**src/rtl/uart_rx_cfg.sv**
```systemverilog
// Configurable UART receiver: synchronised input, mid-bit sampling, parity/framing
// error flags, break detection and an armed idle-block timeout pulse.
module uart_rx_cfg #(
    parameter int CLKS_PER_BIT = 9,
    parameter int DATA_BITS    = 8,
    parameter int PARITY       = 0,
    parameter int STOP_BITS    = 1,
    parameter int BLK_TIMEOUT  = 20,
    parameter int SYNC_STAGES  = 2
) (
    input  logic                 clk,
    input  logic                 rst,
    input  logic                 rx,
    output logic                 rx_bsy,
    output logic                 data_valid,
    output logic [DATA_BITS-1:0] data_out,
    output logic                 parity_err,
    output logic                 frame_err,
    output logic                 break_det,
    output logic                 block_timeout
);
    localparam int CNT_MAX = (CLKS_PER_BIT > BLK_TIMEOUT) ? CLKS_PER_BIT : BLK_TIMEOUT;
    localparam int CW      = $clog2(CNT_MAX + 1);
    localparam int BW      = $clog2(DATA_BITS + 1);

    localparam logic [CW-1:0] CNT_MID   = CW'(CLKS_PER_BIT / 2);
    localparam logic [CW-1:0] CNT_LAST  = CW'(CLKS_PER_BIT - 1);
    localparam logic [CW-1:0] IDLE_LAST = CW'(BLK_TIMEOUT - 1);
    localparam logic [BW-1:0] DATA_LAST = BW'(DATA_BITS - 1);
    localparam logic [BW-1:0] STOP_LAST = BW'(STOP_BITS - 1);

    typedef enum logic [2:0] {IDLE, START, DATA, PAR, STOP, BRK} state_t;

    state_t                 state;
    logic [SYNC_STAGES-1:0] sync_p0;
    logic                   rx_s;
    logic                   rx_s_p1;
    logic                   fall;
    logic                   stop_low;
    logic [CW-1:0]          cnt;
    logic [CW-1:0]          idle_cnt;
    logic [BW-1:0]          bit_idx;
    logic [DATA_BITS-1:0]   shreg;
    logic                   par_bit;
    logic                   ferr;
    logic                   all_zero;
    logic                   armed;

    function automatic logic parity_bad(input logic [DATA_BITS-1:0] d, input logic p);
        logic x;
        x = (^d) ^ p;
        return (PARITY == 1) ? ~x : x;
    endfunction

    // Synchroniser stage: flops preset to idle-high so reset release never looks like a start edge
    always_ff @(posedge clk) begin
        if (rst) begin
            sync_p0 <= '1;
            rx_s_p1 <= 1'b1;
        end else begin
            sync_p0 <= {sync_p0[SYNC_STAGES-2:0], rx};
            rx_s_p1 <= rx_s;
        end
    end

    assign rx_s     = sync_p0[SYNC_STAGES-1];
    assign fall     = rx_s_p1 & ~rx_s;
    assign stop_low = ferr | ~rx_s;

    // Frame stage: sampling FSM, output pulses and block timeout
    always_ff @(posedge clk) begin
        if (rst) begin
            state         <= IDLE;
            cnt           <= '0;
            idle_cnt      <= '0;
            bit_idx       <= '0;
            shreg         <= '0;
            par_bit       <= 1'b0;
            ferr          <= 1'b0;
            all_zero      <= 1'b1;
            armed         <= 1'b0;
            rx_bsy        <= 1'b0;
            data_valid    <= 1'b0;
            data_out      <= '0;
            parity_err    <= 1'b0;
            frame_err     <= 1'b0;
            break_det     <= 1'b0;
            block_timeout <= 1'b0;
        end else begin
            data_valid    <= 1'b0;
            parity_err    <= 1'b0;
            frame_err     <= 1'b0;
            break_det     <= 1'b0;
            block_timeout <= 1'b0;
            case (state)
                IDLE: begin
                    if (fall) begin
                        state    <= START;
                        cnt      <= '0;
                        rx_bsy   <= 1'b1;
                        idle_cnt <= '0;
                    end else if (armed && rx_s) begin
                        if (idle_cnt == IDLE_LAST) begin
                            block_timeout <= 1'b1;
                            armed         <= 1'b0;
                            idle_cnt      <= '0;
                        end else begin
                            idle_cnt <= idle_cnt + CW'(1);
                        end
                    end
                end
                START: begin
                    if (cnt == CNT_MID) begin
                        if (rx_s) begin
                            state  <= IDLE;
                            rx_bsy <= 1'b0;
                        end else begin
                            state    <= DATA;
                            cnt      <= '0;
                            bit_idx  <= '0;
                            all_zero <= 1'b1;
                            ferr     <= 1'b0;
                        end
                    end else begin
                        cnt <= cnt + CW'(1);
                    end
                end
                DATA: begin
                    if (cnt == CNT_LAST) begin
                        cnt      <= '0;
                        shreg    <= {rx_s, shreg[DATA_BITS-1:1]};
                        all_zero <= all_zero & ~rx_s;
                        if (bit_idx == DATA_LAST) begin
                            bit_idx <= '0;
                            state   <= (PARITY != 0) ? PAR : STOP;
                        end else begin
                            bit_idx <= bit_idx + BW'(1);
                        end
                    end else begin
                        cnt <= cnt + CW'(1);
                    end
                end
                PAR: begin
                    if (cnt == CNT_LAST) begin
                        cnt      <= '0;
                        par_bit  <= rx_s;
                        all_zero <= all_zero & ~rx_s;
                        bit_idx  <= '0;
                        state    <= STOP;
                    end else begin
                        cnt <= cnt + CW'(1);
                    end
                end
                STOP: begin
                    if (cnt == CNT_LAST) begin
                        cnt <= '0;
                        if (bit_idx == STOP_LAST) begin
                            // Break takes precedence over a normal (possibly errored) completion
                            if (all_zero && stop_low) begin
                                break_det <= 1'b1;
                                state     <= BRK;
                            end else begin
                                data_valid <= 1'b1;
                                data_out   <= shreg;
                                parity_err <= (PARITY != 0) && parity_bad(shreg, par_bit);
                                frame_err  <= stop_low;
                                rx_bsy     <= 1'b0;
                                armed      <= 1'b1;
                                idle_cnt   <= '0;
                                state      <= IDLE;
                            end
                        end else begin
                            ferr    <= stop_low;
                            bit_idx <= bit_idx + BW'(1);
                        end
                    end else begin
                        cnt <= cnt + CW'(1);
                    end
                end
                BRK: begin
                    if (rx_s) begin
                        state  <= IDLE;
                        rx_bsy <= 1'b0;
                    end
                end
                default: begin
                    state  <= IDLE;
                    rx_bsy <= 1'b0;
                end
            endcase
        end
    end
endmodule

```
**config.mk**
```make
export PLATFORM = sky130hd
export DESIGN_NAME = uart_rx_cfg
export DESIGN_NICKNAME = d
export VERILOG_FILES = /design/src/rtl/uart_rx_cfg.sv
export SDC_FILE = /design/constraint.sdc
export NUM_CORES = 1
export LEC_CHECK = 0
export CAP_MARGIN = 40
export CORE_ASPECT_RATIO = 0.9
export CORE_UTILIZATION = 57
export DETAILED_ROUTE_END_ITERATION = 7
export PLACE_DENSITY = 0.78
export SYNTH_ARGS = -nofsm -noshare
export SYNTH_HDL_FRONTEND = slang
export SYNTH_SLANG_ARGS = --single-unit
```
**constraint.sdc**
```tcl
create_clock -name clk -period 2.27 [get_ports clk]
set_clock_uncertainty 0.1 [all_clocks]
set_input_delay 0.454 -clock clk [delete_from_list [all_inputs] [get_ports clk]]
set_output_delay 0.454 -clock clk [all_outputs]
set_load 0.02 [all_outputs]
```
==> metrics.txt <==
grt ovf 0; Via density 5.764; Hold Crit Class flip-flop to flip-flop; YS warnings 0; total setup buffers inserted after CTS 0; largest family of logic cells by synthesized area simple AND/OR/NAND/NOR gates; Slew Viols, Final 0; type of origin of the critical path flip-flop; worst vdd ir 521.6 µV; Worst Path Required 2.40 ns; DR WL/cell 14.26 µm; Final ANT Viol Nets 0; share of cells above drive strength 1 13.41%; port buffer count 15; Overall Global Routing Usage 24.48%; Final period util 95.82%; drt drc 0; asr flop ratio synth 0%; Yosys reg bits 44; clock tree buffer depth 2; core footprint 3428 µm²; DRT Wirelength 4.349 mm; gpl congestion 0.8943; clock root cell clkbuf_8; nets 268; Worst-Skew Late Latency 0.30 ns; setup violators final 0; critical path's slowest cell or3_1; Final Critical Period 2.175 ns; relative slew slack 65.82%; Synth Area in Adders 3.008%; Post-Synth XOR/XNOR Area 0.4212%; Iter 0 DRT Violations 125; number of enable flip-flop cells after synthesis 0; Ports 17; synth unique cells 61; Cell Rows 20; Max Clock Freq 459.8 MHz; mean post-synth cell area 8.665 µm²; ANT cells 0; commonest non-fill, non-tap cells in the layout dfxtp_1, nand2_1, nor2_1; Worst-path clk slew 0.08 ns; pin count of the biggest net entering global routing 41; Area growth syn-to-layout 19.86%; Most used DFF post-synth dfxtp_1; Die Y 59.30 µm; Synth Area in Compound Gates 16.73%; Die Area 3894 µm²; antenna violations before repair 0; Sink Count 44; Final Hold Fails 0; CP Data Arrival Time 2.31 ns; simple logic cell fraction of the synthesized area 29.24%; worst-margin pin slew 0.5119 ns; H-tree levels 2; setup TNS 0 ns; mux share of post-synthesis cell area 3.851%; run status finished clean; Post-DP HPWL 2.951 mm; CTS buffer count 5; most common cell after layout, fill and taps aside dfxtp_1; Starting Density 60.66%; Final Util 72.70%; first-pass GRT wire length 7.231 mm; sequential-to-total area share from yosys stat 42.36%; WS Path Type flip-flop to flip-flop; worst path cell trace inv_1, ha_1, and4bb_2, and3_4, or3_1, a21bo_1, a21oi_2; DIE WIDTH 65.67 µm; Static Leak 0.8764 nW; Synthesized Nets 248; PD cells 701.7 nW/µm²; Pre-antenna DRT Iters 5; DR vias 1,758; CP endpoint kind flip-flop; Syn Std Cell Area 2079 µm²; vias in the first global route 1,557; CTS tree yes; Worst path max stage delay 0.47 ns; Synth Instances 240; MaxCap Viol Count 0; crit path max fanout 8
## stage by stage
stage               instances  setup WS (ns)  hold WS, ns  instance area [µm²]  power (mW)
finish                    305        0.09491       0.3120                 2492       1.749
global route              305      -0.002192       0.3295                 2492       1.799
CTS                       305         0.1321       0.3130                 2470       1.750
detailed placement        297         0.1477       0.2942                 2311      0.9366
global placement          297         0.1942       0.2913                 2311      0.9355
floorplan                 240         0.2538       0.2895                 2079      0.9043
## area by class of cell
cell class,instances,area [µm²]
clock buffers,5,68.82
clock inverters,3,90.09
fillers,256,935.9
inverters,7,26.28
multi-input cells,177,1134
flip-flops and latches,44,880.8
well taps,44,55.05
repair buffers,25,237.7
## critical path: cells and delay by family, from the launching register on
| family | cells | cell delay, ns |
|---|---|---|
| buffers and inverters | 1 | 0.06 |
| AOI/OAI and AO/OA | 2 | 0.34 |
| DFF | 1 | 0.41 |
| and+or+nand+nor | 3 | 0.94 |
| adders and majority gates | 1 | 0.26 |
## metal layers
metal / vias to the layer above / global-route usage (%) / part of all wire, %
met5: - / 0 / 0
met2: 44 / 38.19 / 45
met1: 817 / 33.73 / 49
li1: 892 / - / -
met4: 0 / 6.832 / 0.76
met3: 5 / 5.769 / 5.1
## synth_stat cells (4+ instances only)
| master | n | share of area, % |
|---|---|---|
| buf_2 | 4 | 0.96 |
| nor2_1 | 23 | 4.2 |
| or3_1 | 6 | 1.8 |
| o31ai_1 | 4 | 1.4 |
| o21ai_0 | 7 | 1.7 |
| inv_1 | 7 | 1.3 |
| and2_1 | 4 | 1.2 |
| nand3_1 | 10 | 2.4 |
| nand2b_1 | 4 | 1.2 |
| clkbuf_1 | 6 | 1.1 |
| nand2_1 | 25 | 4.5 |
| a21oi_1 | 21 | 5.1 |
| nor3_1 | 5 | 1.2 |
| ha_1 | 5 | 3.0 |
| mux2i_1 | 8 | 3.9 |
| nor3b_1 | 4 | 1.4 |
| dfxtp_1 | 44 | 42 |
## what timing repair did
action / in CTS / in global routing
setup endpoints to repair: 0 / 1
resized for setup: 0 / 3
hold buffers: 0 / 0
## power by group
group | total, mW | switching, mW | internal [mW] | leakage [nW]
Clock | 0.821 | 0.270 | 0.550 | 0.0784
Combinational | 0.129 | 0.0773 | 0.0519 | 0.443
Sequential | 0.799 | 0.0167 | 0.782 | 0.355
Total | 1.75 | 0.364 | 1.38 | 0.876
## flip-flops by register name (all words and copies together), names as in the netlist
name and count:
break_det 1, frame_err 1, rx_bsy 1, cnt 5, all_zero 1, data_out 8
bit_idx 4, state 3, data_valid 1, block_timeout 1, rx_s_p1 1, shreg 8
idle_cnt 5, ferr 1, armed 1, sync_p0 2
## cell families (layout without fill, tap and decap cells)
group,Yosys count,in the layout
AND/OR/NAND/NOR,109,109
AO/OA/AOI/OAI,53,53
flip-flops,44,44
buffers and inverters,19,40
multiplexers,8,8
adder cells (fa/ha/maj),5,5
other,1,1
XOR/XNOR,1,1
## path summary, 6_finish.rpt
check / depth (start not counted) / from / endpoint / slack (ns)
worst min register to register: 1 / sync_p0[0] / sync_p0[1] / 0.31
worst max register to register: 7 / cnt[0] / bit_idx[2] / 0.09
worst max-delay path: 7 / cnt[0] / bit_idx[2] / 0.09
worst min-delay path: 1 / sync_p0[0] / sync_p0[1] / 0.31
Power figures use the tool's default switching activity.
